==> src/rtl/pll_lock_sequencer.sv <==
// pll_lock_sequencer: brings the system PLL from power-up to a qualified,
// running state. Pulses the PLL reset, waits for a synchronized lock, requires
// it to stay stable for a window, then releases the downstream system reset.
// Lock timeouts are retried a bounded number of times before latching FAIL.
// Loss of lock in RUN, or a software relock request, restarts the sequence.
// Optional build macro: PLL_LOSS_COUNTER_EN enables the saturating
// loss-of-lock event counter on lock_loss_cnt (tied to zero otherwise).
`timescale 1ns/1ps
module pll_lock_sequencer #(
   parameter int RST_CYCLES          = 16,
   parameter int LOCK_STABLE_CYCLES  = 1024,
   parameter int LOCK_TIMEOUT_CYCLES = 1000000,
   parameter int MAX_RETRIES         = 3
) (
   input  logic       refclk,
   input  logic       rst,
   input  logic       pll_locked,
   input  logic       relock_req,
   output logic       pll_rst,
   output logic       sys_rst,
   output logic       ready,
   output logic       fail,
   output logic [7:0] retry_cnt,
   output logic [7:0] lock_loss_cnt
);

   // Counter is sized for the longest interval we ever have to measure.
   localparam int MAX_AB    = (RST_CYCLES > LOCK_STABLE_CYCLES) ? RST_CYCLES : LOCK_STABLE_CYCLES;
   localparam int MAX_COUNT = (MAX_AB > LOCK_TIMEOUT_CYCLES) ? MAX_AB : LOCK_TIMEOUT_CYCLES;
   localparam int CNT_W     = $clog2(MAX_COUNT) + 1;

   localparam logic [CNT_W-1:0] RST_LAST  = CNT_W'(RST_CYCLES - 1);
   localparam logic [CNT_W-1:0] STAB_LAST = CNT_W'(LOCK_STABLE_CYCLES - 1);
   localparam logic [CNT_W-1:0] TO_LAST   = CNT_W'(LOCK_TIMEOUT_CYCLES - 1);
   localparam logic [7:0]       RETRY_MAX = 8'(MAX_RETRIES);

   typedef enum logic [2:0] {
      S_RESET_PLL,
      S_WAIT_LOCK,
      S_STABILIZE,
      S_RUN,
      S_FAIL
   } state_t;

   state_t           state_q, state_d;
   logic [CNT_W-1:0] cnt_q, cnt_d;
   logic [7:0]       retry_q, retry_d;
   logic [1:0]       sync_q, sync_d;
   logic             pll_rst_q, pll_rst_d;
   logic             sys_rst_q, sys_rst_d;
   logic             ready_q, ready_d;
   logic             fail_q, fail_d;
   logic             locked_s;

   // The raw lock is asynchronous to refclk; only the second stage is used.
   always_comb begin
      sync_d = {sync_q[0], pll_locked};
   end
   assign locked_s = sync_q[1];

   // Next-state, counter and retry bookkeeping; outputs follow the next state
   // so that every output changes on the same edge as the state it reflects.
   always_comb begin
      state_d = state_q;
      cnt_d   = cnt_q + 1'b1;
      retry_d = retry_q;

      if (relock_req && (state_q != S_RESET_PLL)) begin
         // Software relock overrides everything except a pulse already running.
         state_d = S_RESET_PLL;
         retry_d = 8'd0;
      end else begin
         case (state_q)
            S_RESET_PLL: begin
               if (cnt_q == RST_LAST) state_d = S_WAIT_LOCK;
            end
            S_WAIT_LOCK: begin
               // A lock seen on the timeout cycle wins over the timeout.
               if (locked_s) begin
                  state_d = S_STABILIZE;
               end else if (cnt_q == TO_LAST) begin
                  if (retry_q == RETRY_MAX) begin
                     state_d = S_FAIL;
                  end else begin
                     state_d = S_RESET_PLL;
                     retry_d = retry_q + 8'd1;
                  end
               end
            end
            S_STABILIZE: begin
               if (!locked_s) state_d = S_WAIT_LOCK;
               else if (cnt_q == STAB_LAST) state_d = S_RUN;
            end
            S_RUN: begin
               if (!locked_s) state_d = S_RESET_PLL;
            end
            S_FAIL: begin
               state_d = S_FAIL;
            end
            default: begin
               state_d = S_RESET_PLL;
            end
         endcase
      end

      // Every state starts its interval from zero; RUN and FAIL do not count.
      if ((state_d != state_q) || (state_q == S_RUN) || (state_q == S_FAIL)) begin
         cnt_d = '0;
      end
      if (state_d == S_RUN) retry_d = 8'd0;

      pll_rst_d = (state_d == S_RESET_PLL) || (state_d == S_FAIL);
      sys_rst_d = (state_d != S_RUN);
      ready_d   = (state_d == S_RUN);
      fail_d    = (state_d == S_FAIL);
   end

   // State and output registers, all cleared asynchronously to the safe state.
   always_ff @(posedge refclk or posedge rst) begin
      if (rst) begin
         state_q   <= S_RESET_PLL;
         cnt_q     <= '0;
         retry_q   <= 8'd0;
         sync_q    <= 2'b00;
         pll_rst_q <= 1'b1;
         sys_rst_q <= 1'b1;
         ready_q   <= 1'b0;
         fail_q    <= 1'b0;
      end else begin
         state_q   <= state_d;
         cnt_q     <= cnt_d;
         retry_q   <= retry_d;
         sync_q    <= sync_d;
         pll_rst_q <= pll_rst_d;
         sys_rst_q <= sys_rst_d;
         ready_q   <= ready_d;
         fail_q    <= fail_d;
      end
   end

   assign pll_rst   = pll_rst_q;
   assign sys_rst   = sys_rst_q;
   assign ready     = ready_q;
   assign fail      = fail_q;
   assign retry_cnt = retry_q;

`ifdef PLL_LOSS_COUNTER_EN
   logic [7:0] loss_q, loss_d;
   logic       loss_event;

   // Any cycle in RUN without lock leaves RUN, with or without a relock request.
   assign loss_event = (state_q == S_RUN) && !locked_s;

   // Saturating count of lock losses; only rst clears it.
   always_comb begin
      loss_d = loss_q;
      if (loss_event && (loss_q != 8'hFF)) loss_d = loss_q + 8'd1;
   end

   // Loss counter register.
   always_ff @(posedge refclk or posedge rst) begin
      if (rst) loss_q <= 8'd0;
      else     loss_q <= loss_d;
   end

   assign lock_loss_cnt = loss_q;
`else
   assign lock_loss_cnt = 8'd0;
`endif

endmodule
==> config.mk <==
export PLATFORM = sky130hd
export DESIGN_NAME = pll_lock_sequencer
export DESIGN_NICKNAME = d
export VERILOG_FILES = /design/src/rtl/pll_lock_sequencer.sv
export SDC_FILE = /design/constraint.sdc
export NUM_CORES = 1
export LEC_CHECK = 0
export CAP_MARGIN = 20
export CORE_MARGIN = 4
export CORE_UTILIZATION = 55
export DETAILED_ROUTE_END_ITERATION = 8
export GPL_TIMING_DRIVEN = 0
export PLACE_DENSITY_LB_ADDON = 0.1
export SLEW_MARGIN = 20
export SYNTH_ARGS = -nofsm -noshare
export SYNTH_HDL_FRONTEND = slang
export SYNTH_SLANG_ARGS = --single-unit
==> constraint.sdc <==
create_clock -name refclk -period 3 [get_ports refclk]
set_input_delay 0.3 -clock refclk [delete_from_list [all_inputs] [get_ports refclk]]
set_output_delay 0.3 -clock refclk [all_outputs]
set_load 0.01 [all_outputs]
# Word level (Yosys, flattened, before mapping)
# Index checks and enable logic that the tools add are counted.
# word_totals
out_inout_bits	20
word_cells	50
reg_bits	38
input_bits	4
# classes
eq_ne	14
n_addsub	2
n_mux	16
reduce_logical	10
# ops
op	n
8-bit two-way mux	6
3-bit two-way mux	8
21-bit by 1-bit adder with 21-bit output (second input constant)	1
21-bit by 10-bit == test with 1-bit output (second input constant)	1
21-bit by 20-bit == test with 1-bit output (second input constant)	1
21-bit by 4-bit == test with 1-bit output (second input constant)	1
21-bit two-way mux	1
3-bit one-hot mux with 5 select lines	1
3-bit by 2-bit == test with 1-bit output (second input constant)	3
3-bit nonzero test	3
8-bit by 1-bit adder with 8-bit output (second input constant)	1
8-bit by 2-bit == test with 1-bit output (second input constant)	1
3-bit == test (second input constant)	2
3-bit logical NOT	2
4-bit AND reduction	1
3-bit by 1-bit == test with 1-bit output (second input constant)	1
1-bit logical OR	3
3-bit by 1-bit != test with 1-bit output (second input constant)	1
3-bit by 2-bit != test with 1-bit output (second input constant)	1
3-bit != test	1
3-bit != test (second input constant)	1
1-bit logical AND	1

# Logic depth before layout (Yosys ltp)
# Gate-level depths: netlist of the first run.
# depth
ltp_word	10
depth_mapped	7
mapped_depth_nobuf	6

# Worst setup path before layout of the first run
# Ideal clock, no wire load.
# synth_timing
path_kind	reg2reg
start	register cnt_q[13]
end	register cnt_q[0]
arrival_time_ns	2.406
t_required_ns	2.863
setup_ns	0.137
path_buffers	2
stages_incl_launch_ff	8
slack_ns	0.456
period_less_slack_ns	2.544
cell_sequence	dfrtp_1 or4_1 or4_4 buf_6 or4b_4 nand2_2 buf_6 a211oi_1
# synth_via
elab_chain_cells	9
elab_cells_between_ends	14
# synth_rtl
element	line	text
start, declared	46	logic [CNT_W-1:0] cnt_q, cnt_d;
start signal, assigned	131	cnt_q <= cnt_d;
21-bit by 10-bit == test with 1-bit output or 21-bit by 20-bit == test with 1-bit output (tied branches)	92, 81	
3-bit two-way mux, on equally long branches	92, 81	
3-bit two-way mux, on equally long branches	91, 79	
3-bit one-hot mux with 5 select lines (*)	73	case (state_q)
3-bit two-way mux (*)	68	if (relock_req && (state_q != S_RESET_PLL)) begin
3-bit != test (*)	107	if ((state_d != state_q) || (state_q == S_RUN) || (state_q == S_FAIL)) begin
1-bit logical OR (*) (2 in series)	107	
21-bit two-way mux (*)	107	
net cnt_d[0]	46	
# The timed path passes the listed nets; every way through them passes the cells marked *.
# A chain may end at the register's enable or synchronous reset.

# Worst setup path after layout of the first run
# layout_timing
start	register state_q[2]
end	register cnt_q[18]
# layout_via
elab_chain_cells	8
elab_cells_between_ends	19
# layout_rtl
element	line	text
start, declared	45	state_t state_q, state_d;
start signal, assigned	130	state_q <= state_d;
3-bit two-way mux, on equally long branches	92, 81	
3-bit two-way mux, on equally long branches	91, 79	
3-bit one-hot mux with 5 select lines	73	
3-bit two-way mux	68	
3-bit != test	107	
1-bit logical OR	107	
1-bit logical OR (*)	107	
21-bit two-way mux (*)	107	
net cnt_d[18]	46	
# Marks and branches as above.

==> out/results.txt, run 1 <==
outcome - finished, final reports clean
Port Buffers - 15
Synth Area per Inst - 10.19 um^2
DPL Wire Length - 3.234 mm
post-layout net count - 245
layout cells sized above 1 - 0.1458
grt met1 use - 0.2673
Worst setup SP type - flop
Final Hold Fails - 0
grt peak-use layer - met2
period utilization - 0.9276
area of the core - 3716 um^2
Setup TNS Final - 0 ps
clock root buffer master - clkbuf_8
Worst path max stage delay - 650 ps
IO Pins - 24
antenna cells - 0
CP max stage cell - or4b_4
Slew @ Worst Pin - 923.8 ps
largest net degree at the start of global routing - 39
Pwr Density - 632.5 nW/um^2
asr flop ratio synth - 1.000
M2 GR Usage - 0.2921
most frequent cell after synthesis - dfrtp_1
flop and latch count out of synthesis - 38
Final setup viols - 0
first-pass GRT wire length - 7.693 mm
drt first-iter violations - 108
die width - 70.39 um
Yosys top cell area share - 0.4208
dominant cell type by area after synthesis - dfrtp_1
CTS tree - built
DR vias/cell - 5.899
H-tree levels - 2
Clk network pwr share - 0.272
Sink Count - 38
Hold-fix buffers, CTS - 0
gr usage total - 0.1945
via count - 1699
sequential share of power - 0.433
hold crit path type - reg2reg
DRC - 0
antenna violations before repair - 0
Skew-Pair Late Insertion Delay - 290 ps
Worst Path Required - 3150 ps
Antenna Violating Nets Remaining - 0
Synth Cell Area - 2141 um^2
RD Place Congestion - 0.8415
max-slew violation count - 0
die area - 4955 um^2
most frequent cells after synthesis - 36 x dfrtp_1, 27 x a211oi_1, 24 x xnor2_1
Area growth syn-to-layout - 16.36%
synthesized instance count - 210
RSZ-0062 raised after global routing - no
met3 GRT Util - 0.05468
leak pwr - 0.0009597 uW
post-synth cell types - 43
Worst EP arrival - 2940 ps
clock transition at the registers of the reported paths - 70 ps
maxcap violations - 0
vias in the first global route - 1579
power after layout - 1576 uW
num rows - 22
Combinational Power Share - 0.295
EDFF count, synth - 0
Max-slew headroom - 0.3755
top_reg_cell synth - dfrtp_1
worst slack at placement - 236.9 ps
drt first pass iters - 4
die height - 70.39 um
P_int - 1055 uW
GR Overflow Total - 0
Clock Skew - 3.156 ps
Ys Warns - 0
Crit Path Max Fanout - 10
NetSw - 521.0 uW
fin crit period - 2783 ps
most area-consuming cells after synthesis - dfrtp_1 42%, xnor2_1 9.8%, a211oi_1 9.5%, nor4_1 3.5%, nand3_1 2.8%
smallest hold slack - 353.5 ps
worst setup path category - reg2reg
sequential area share after synthesis - 0.4454
worst setup margin - 217.1 ps
post-CTS resize count - 0
VDD IR max - 388.1 uV
net switching fraction of the power - 0.3307
total setup buffers inserted after CTS - 0
Cell Chain, Critical Path - clkbuf_1 > nor4b_1 > nand4_1 > or4b_4 > nand2_2 > buf_6 > a211oi_1
CTS buffer count - 5
wirelength, routed - 4.596 mm
fmax - 0.3593 GHz
Avg WL per Cell - 15.96 um
Initial Util - 0.5761
deepest clock path buffer count - 2
Worst setup EP type - flop
## worst max-delay path, delay by kind of cell, from the launching register on
family	cells	cell delay, ps
AO/OA/AOI/OAI	1	60
buffers and inverters	2	340
flip-flops	1	360
AND/OR/NAND/NOR	4	1880
## power by group through the flow
stage	sequential [uW]	clock, uW	combinational (uW)
2_1_floorplan	685	0	299
3_3_place_gp	681	0	448
3_5_place_dp	687	0	463
4_1_cts	679	441	466
5_1_grt	693	467	513
6_report	682	429	465
## routing by layer
layer,up-vias,wire length (um)
met5,-,0
met4,0,34
met3,2,266
met2,46,2188
met1,828,2107
li1,823,-
## stage by stage
step	instance area, um^2	std cells	util
2_1_floorplan	2167	217	-
3_3_place_gp	2377	280	0.6397
3_5_place_dp	2377	280	0.6397
4_1_cts	2491	288	0.6704
5_1_grt	2491	288	0.6704
6_report	2491	288	0.6704
## cells by family after synthesis
| logic type | share of synthesized area |
|---|---|
| and+or+nand+nor | 0.2192 |
| xor gates and xnor gates | 0.1064 |
| other | 0.001752 |
| AOI/OAI and AO/OA | 0.1327 |
| adders and majority gates | 0.01169 |
| muxes | 0.009936 |
| buffers and inverters | 0.07306 |
| DFF | 0.4454 |
## layout by cell type, fill, tap and decap left out, types with 2 or more instances in the layout
cell	count
a211oi_1	27
clkinvlp_4	2
and2_1	3
xor2_1	2
dfrtp_1	36
inv_1	3
conb_1	8
ha_1	2
nor3_1	9
buf_4	8
clkbuf_8	5
buf_2	2
and3_1	3
nor2_1	9
dfstp_2	2
buf_6	4
nor4_1	12
or4_1	3
nand4_1	5
clkbuf_1	7
nor4b_1	3
xnor2_1	24
nand2_1	9
nand3_1	12
clkdlybuf4s50_1	15
a21oi_1	3
## path summary, 6_finish.rpt
path	end	slack, ps	start	cells past startpoint
worst max-delay path	cnt_q[18]	220	state_q[2]	7
worst min-delay path	sync_q[1]	350	sync_q[0]	0
worst max register to register	cnt_q[18]	220	state_q[2]	7
worst min register to register	sync_q[1]	350	sync_q[0]	0
max in group asynchronous	retry_cnt[5]	2050	rst	2
min in group asynchronous	sync_q[0]	470	rst	2
## area by class of cell
cell class / instances / area (um^2)
fill: 309 / 1225
clock inverter: 3 / 45.04
sequential: 38 / 953.4
buffer: 21 / 141.4
inverter: 4 / 15.01
tap: 48 / 60.06
timing repair buffer: 15 / 150.1
multi-input combinational: 154 / 1057
clock buffer: 5 / 68.82
## registers in the layout, summed over array words and instances, names as in the netlist
signal,count
fail,1
sys_rst,1
retry_cnt,8
pll_rst,1
cnt_q,21
state_q,3
sync_q,2
ready,1
No activity file was read; power rests on OpenSTA's default activity.
==> run 2, diff against run 1 <==
--- a/config.mk
+++ b/config.mk
@@ -9,7 +9,6 @@
 export CORE_MARGIN = 4
 export CORE_UTILIZATION = 55
 export DETAILED_ROUTE_END_ITERATION = 8
-export GPL_TIMING_DRIVEN = 0
 export PLACE_DENSITY_LB_ADDON = 0.1
 export SLEW_MARGIN = 20
 export SYNTH_ARGS = -nofsm -noshare
==> out/results.txt, run 2 (synthesized netlist as in run 1, its figures left out) <==
worst setup path category - reg2reg
die area - 4955 um^2 (unchanged)
num rows - 22 (unchanged)
Initial Util - 0.5761 (unchanged)
H-tree levels - 2 (unchanged)
Final Hold Fails - 0 (unchanged)
Biggest register - cnt_q
post-layout net count - 229 (-6.5%)
leak pwr - 0.0009262 uW (-3.5%)
Final setup viols - 0 (unchanged)
antenna cells - 0 (unchanged)
drt first-iter violations - 148 (+37%)
deepest clock path buffer count - 2 (unchanged)
clock transition at the registers of the reported paths - 70 ps (about the same)
hold crit path type - in2async
maxcap violations - 0 (unchanged)
via count - 1649 (-2.9%)
clock root buffer master - clkbuf_8
Worst EP arrival - 2920 ps (-20 ps)
gr usage total - 0.1958 (+0.001370)
max-slew violation count - 0 (unchanged)
power after layout - 1640 uW (+4.1%)
Port Buffers - 15 (unchanged)
Slew @ Worst Pin - 699.6 ps (-224.1 ps)
Util after Layout - 0.6502 (-0.02020)
largest net degree at the start of global routing - 33 (-15%)
Area growth syn-to-layout - 12.86%
wirelength, routed - 4.571 mm (-0.54%)
net switching fraction of the power - 0.3096 (-0.02108)
outcome - finished, final reports clean
RD Place Congestion - 0.8719 (+3.6%)
Combinational Power Share - 0.255 (-0.040)
area of the core - 3716 um^2 (unchanged)
Skew-Pair Late Insertion Delay - 290 ps (about the same)
Hold-fix buffers, CTS - 0 (unchanged)
NetSw - 507.9 uW (-2.5%)
commonest cells after routing, fill and taps aside - 36 x dfrtp_1, 27 x a211oi_1, 24 x xnor2_1, 15 x clkdlybuf4s50_1
Antenna Violating Nets Remaining - 0 (unchanged)
Clk network pwr share - 0.325 (+0.053)
R2R Setup Slk - 230 ps (about the same)
Max-slew headroom - 0.5270 (+0.1515)
P_int - 1133 uW (+7.4%)
first-pass GRT wire length - 7.824 mm (+1.7%)
total setup buffers inserted after CTS - 0 (unchanged)
Clock Skew - 2.696 ps (-0.4603 ps)
die height - 70.39 um (unchanged)
Avg WL per Cell - 16.81 um (+5.3%)
RSZ-0062 raised after global routing - no
Crit Path Max Fanout - 20 (+10)
layout cells sized above 1 - 0.1116 (-0.03423)
IO Pins - 24 (unchanged)
sequential share of power - 0.420 (-0.013)
Sink Count - 38 (unchanged)
Setup TNS Final - 0 ps (unchanged)
CTS tree - built
fmax - 0.3608 GHz (+0.40%)
Worst setup EP type - flop
Worst Path Required - 3150 ps (about the same)
GR Overflow Total - 0 (unchanged)
worst slack at placement - 232.7 ps (-4.162 ps)
Pwr Density - 679.0 nW/um^2 (+7.3%)
DR vias/cell - 6.063 (+2.8%)
DRC - 0 (unchanged)
VDD IR max - 385.8 uV (-0.59%)
worst setup margin - 228.3 ps (+11.17 ps)
vias in the first global route - 1610 (+2.0%)
Worst setup SP type - flop
period utilization - 0.9239 (-0.003722)
drt first pass iters - 4 (unchanged)
max reg flops - 21 (unchanged)
die width - 70.39 um (unchanged)
antenna violations before repair - 0 (unchanged)
CTS buffer count - 5 (unchanged)
fin crit period - 2772 ps (-11.17 ps)
DPL Wire Length - 3.148 mm (-2.7%)
most common cell after layout, fill and taps aside - dfrtp_1
post-CTS resize count - 0 (unchanged)
==> run 2: cell count changes in the layout (fill, tap and decap cells not counted), sizes merged <==
cell | before | now
buf | 14 | 5
clkbuf | 12 | 6
clkinvlp | 2 | 0
bufinv | 1 | 2
==> run 2: metrics by stage <==
step | hold WS, ps | cell area, um^2 | std cells
final | 221.0 | 2416 | 272
after global routing | 236.0 | 2416 | 272
after CTS | 224.0 | 2416 | 272
after detailed placement | 345.7 | 2273 | 264
after global placement | 333.0 | 2273 | 264
after floorplan | 331.2 | 2167 | 217
==> run 2: critical path: stages (launching register included) <==
cell      delay (ps)
dfrtp_1          430
or4_1            560
or4_4            620
or4b_4           580
nand2_2          330
a211oi_1         110
==> run 2: area by class of cell <==
class                   count  area, um^2
flip-flops and latches     38       953.4
inverters                   4       15.01
fillers                   297        1300
repair buffers             20       187.7
clock buffers               6       82.58
clock inverters             2       60.06
well taps                  48       60.06
multi-input cells         154        1057
==> run 2: worst paths after layout <==
kind	from	end	cells past startpoint
max	cnt_q[13]	cnt_q[8]	5
min	rst	retry_cnt[0]	2
max reg2reg	cnt_q[13]	cnt_q[8]	5
min reg2reg	sync_q[0]	sync_q[1]	0
max in group asynchronous	rst	pll_rst	3
min in group refclk	sync_q[0]	sync_q[1]	0
==> run 2: routing by layer <==
metal | global-route usage | vias to the layer above | wire (um)
met1 | 0.2686 | 815 | 2124
met3 | 0.06043 | 7 | 260
li1 | - | 784 | -
met5 | 0 | - | 0
met4 | 0.06383 | 0 | 56
met2 | 0.2942 | 43 | 2129
==> run 2: power by group through the flow <==
stage	logic, uW	clock network [uW]	registers [uW]
after CTS	418	544	688
after detailed placement	416	0	697
after global placement	411	0	691
after floorplan	299	0	685
final	418	533	689
after global routing	460	568	703
==> run 3, diff against run 2 <==
--- a/config.mk
+++ b/config.mk
@@ -7,7 +7,8 @@
 export LEC_CHECK = 0
 export CAP_MARGIN = 20
 export CORE_MARGIN = 4
-export CORE_UTILIZATION = 55
+export CORE_UTILIZATION = 56
+export CTS_BUF_LIST = sky130_fd_sc_hd__clkbuf_16
 export DETAILED_ROUTE_END_ITERATION = 8
 export PLACE_DENSITY_LB_ADDON = 0.1
 export SLEW_MARGIN = 20
==> out/results.txt, run 3 (synthesized netlist as in run 1, its figures left out) <==
Hold-fix buffers, CTS - 0 (unchanged)
drt first-iter violations - 203 (+37%)
RD Place Congestion - 0.9075 (+4.1%)
end of the worst hold path - sync_q[1]
die area - 4876 um^2 (-1.6%)
power after layout - 1595 uW (-2.8%)
P_int - 1085 uW (-4.2%)
R2R cell count - 5 (unchanged)
Worst setup EP type - flop
Setup TNS Final - 0 ps (unchanged)
outcome - finished, final reports clean
vias in the first global route - 1713 (+6.4%)
Worst Path Required - 3130 ps (-20 ps)
gr usage total - 0.2030 (+0.007221)
leak pwr - 0.0009432 uW (+1.8%)
layout cells sized above 1 - 0.1062 (-0.005412)
Port Buffers - 15 (unchanged)
Final setup viols - 0 (unchanged)
Crit Path Max Fanout - 20 (unchanged)
IO Pins - 24 (unchanged)
antenna violations before repair - 0 (unchanged)
Clk network pwr share - 0.300 (-0.025)
Area growth syn-to-layout - 13.27%
hold path startpoint - sync_q[0]
fin crit period - 2780 ps (+8.173 ps)
num rows - 22 (unchanged)
net switching fraction of the power - 0.3200 (+0.01047)
CTS buffer count - 5 (unchanged)
Avg WL per Cell - 16.41 um (-2.4%)
Biggest register - cnt_q
max-slew violation count - 0 (unchanged)
most common cell after layout, fill and taps aside - dfrtp_1
largest net degree at the start of global routing - 22 (-33%)
post-layout net count - 231 (+0.87%)
via count - 1637 (-0.73%)
R2R Setup Slk - 220 ps (about the same)
Combinational Power Share - 0.269 (+0.014)
Final Hold Fails - 0 (unchanged)
Sink Count - 38 (unchanged)
Skew-Pair Late Insertion Delay - 280 ps (about the same)
DRC - 0 (unchanged)
sequential share of power - 0.431 (+0.011)
commonest cells after routing, fill and taps aside - 36 x dfrtp_1, 27 x a211oi_1, 24 x xnor2_1, 15 x clkdlybuf4s50_1
drt first pass iters - 4 (unchanged)
deepest clock path buffer count - 2 (unchanged)
Clock Skew - 5.383 ps (+2.687 ps)
clock transition at the registers of the reported paths - 60 ps (about the same)
WHS Path Cells - 0
die width - 69.83 um (-0.80%)
hold crit path type - reg2reg
NetSw - 510.5 uW (+0.52%)
Worst EP arrival - 2910 ps (about the same)
first-pass GRT wire length - 8.052 mm (+2.9%)
wirelength, routed - 4.496 mm (-1.6%)
Initial Util - 0.5804 (+0.004299)
DR vias/cell - 5.974 (-1.5%)
die height - 69.83 um (-0.80%)
H-tree levels - 2 (unchanged)
RSZ-0062 raised after global routing - no
worst setup path category - reg2reg
DPL Wire Length - 3.216 mm (+2.2%)
GR Overflow Total - 0 (unchanged)
clock root buffer master - clkbuf_16
area of the core - 3689 um^2 (-0.74%)
FF-to-FF End - cnt_q[0]
Max-slew headroom - 0.5715 (+0.04450)
total setup buffers inserted after CTS - 0 (unchanged)
maxcap violations - 0 (unchanged)
Reg2Reg Launch Point - cnt_q[13]
post-CTS resize count - 0 (unchanged)
Pwr Density - 657.8 nW/um^2 (-3.1%)
fmax - 0.3597 GHz (-0.29%)
antenna cells - 0 (unchanged)
Slew @ Worst Pin - 642.0 ps (-57.60 ps)
period utilization - 0.9266 (+0.002724)
max reg flops - 21 (unchanged)
Worst setup SP type - flop
VDD IR max - 435.1 uV (+13%)
CTS tree - built
Antenna Violating Nets Remaining - 0 (unchanged)
-- run 3: cell count changes in the layout (fill, tap and decap cells not counted) --
cell | before | now
buf_4 | 5 | 7
inv_1 | 4 | 7
clkbuf_8 | 6 | 0
bufinv_16 | 2 | 0
clkbuf_16 | 0 | 5
-- run 3: metrics by stage --
stage          cells  hold WS [ps]  setup slack, ps    util  area [um^2]
2_1_floorplan    217         331.2            456.3       -         2167
3_3_place_gp     266         334.9            307.0  0.6204         2288
3_5_place_dp     266         337.0            257.4  0.6204         2288
4_1_cts          274         348.2            225.5  0.6574         2425
5_1_grt          274         352.5            111.6  0.6574         2425
6_report         274         346.3            220.1  0.6574         2425
-- run 3: power by group through the flow --
stage	clock network [uW]	registers, uW	logic (uW)
floorplan	0	685	299
global placement	0	688	418
detailed placement	0	693	428
CTS	493	687	434
global route	524	704	474
finish	479	687	428
-- run 3: metal layers --
| layer | part of all wire | routed length (um) | track usage | vias up |
|---|---|---|---|---|
| met5 | 0 | 0 | 0 | - |
| met3 | 0.039 | 176 | 0.05507 | 4 |
| li1 | - | - | - | 794 |
| met4 | 0.0078 | 35 | 0.05532 | 0 |
| met2 | 0.53 | 2389 | 0.3400 | 45 |
| met1 | 0.42 | 1894 | 0.2579 | 794 |
-- run 3: worst max-delay path by stage --
| stage | slack, ps | start | depth (start not counted) | endpoint |
|---|---|---|---|---|
| final | 220 | cnt_q[13] | 5 | cnt_q[0] |
| after global routing | 110 | cnt_q[13] | 5 | cnt_q[0] |
| after CTS | 230 | cnt_q[13] | 5 | cnt_q[2] |
| after detailed placement | 260 | cnt_q[13] | 5 | cnt_q[18] |
| after global placement | 310 | cnt_q[13] | 5 | cnt_q[4] |
| after floorplan | 460 | cnt_q[13] | 7 | cnt_q[0] |
-- run 3: final cells by class --
| type | count | area (um^2) |
|---|---|---|
| repair buffers | 22 | 202.7 |
| clock buffers | 5 | 125.1 |
| well taps | 48 | 60.06 |
| flip-flops and latches | 38 | 953.4 |
| clock inverters | 3 | 11.26 |
| multi-input cells | 154 | 1057 |
| fillers | 312 | 1264 |
| inverters | 4 | 15.01 |
-- run 3: critical path, cell delays in order (launching register included) --
cell,delay [ps]
dfrtp_1,420
or4_1,570
or4_4,620
or4b_4,570
nand2_2,340
a211oi_1,110
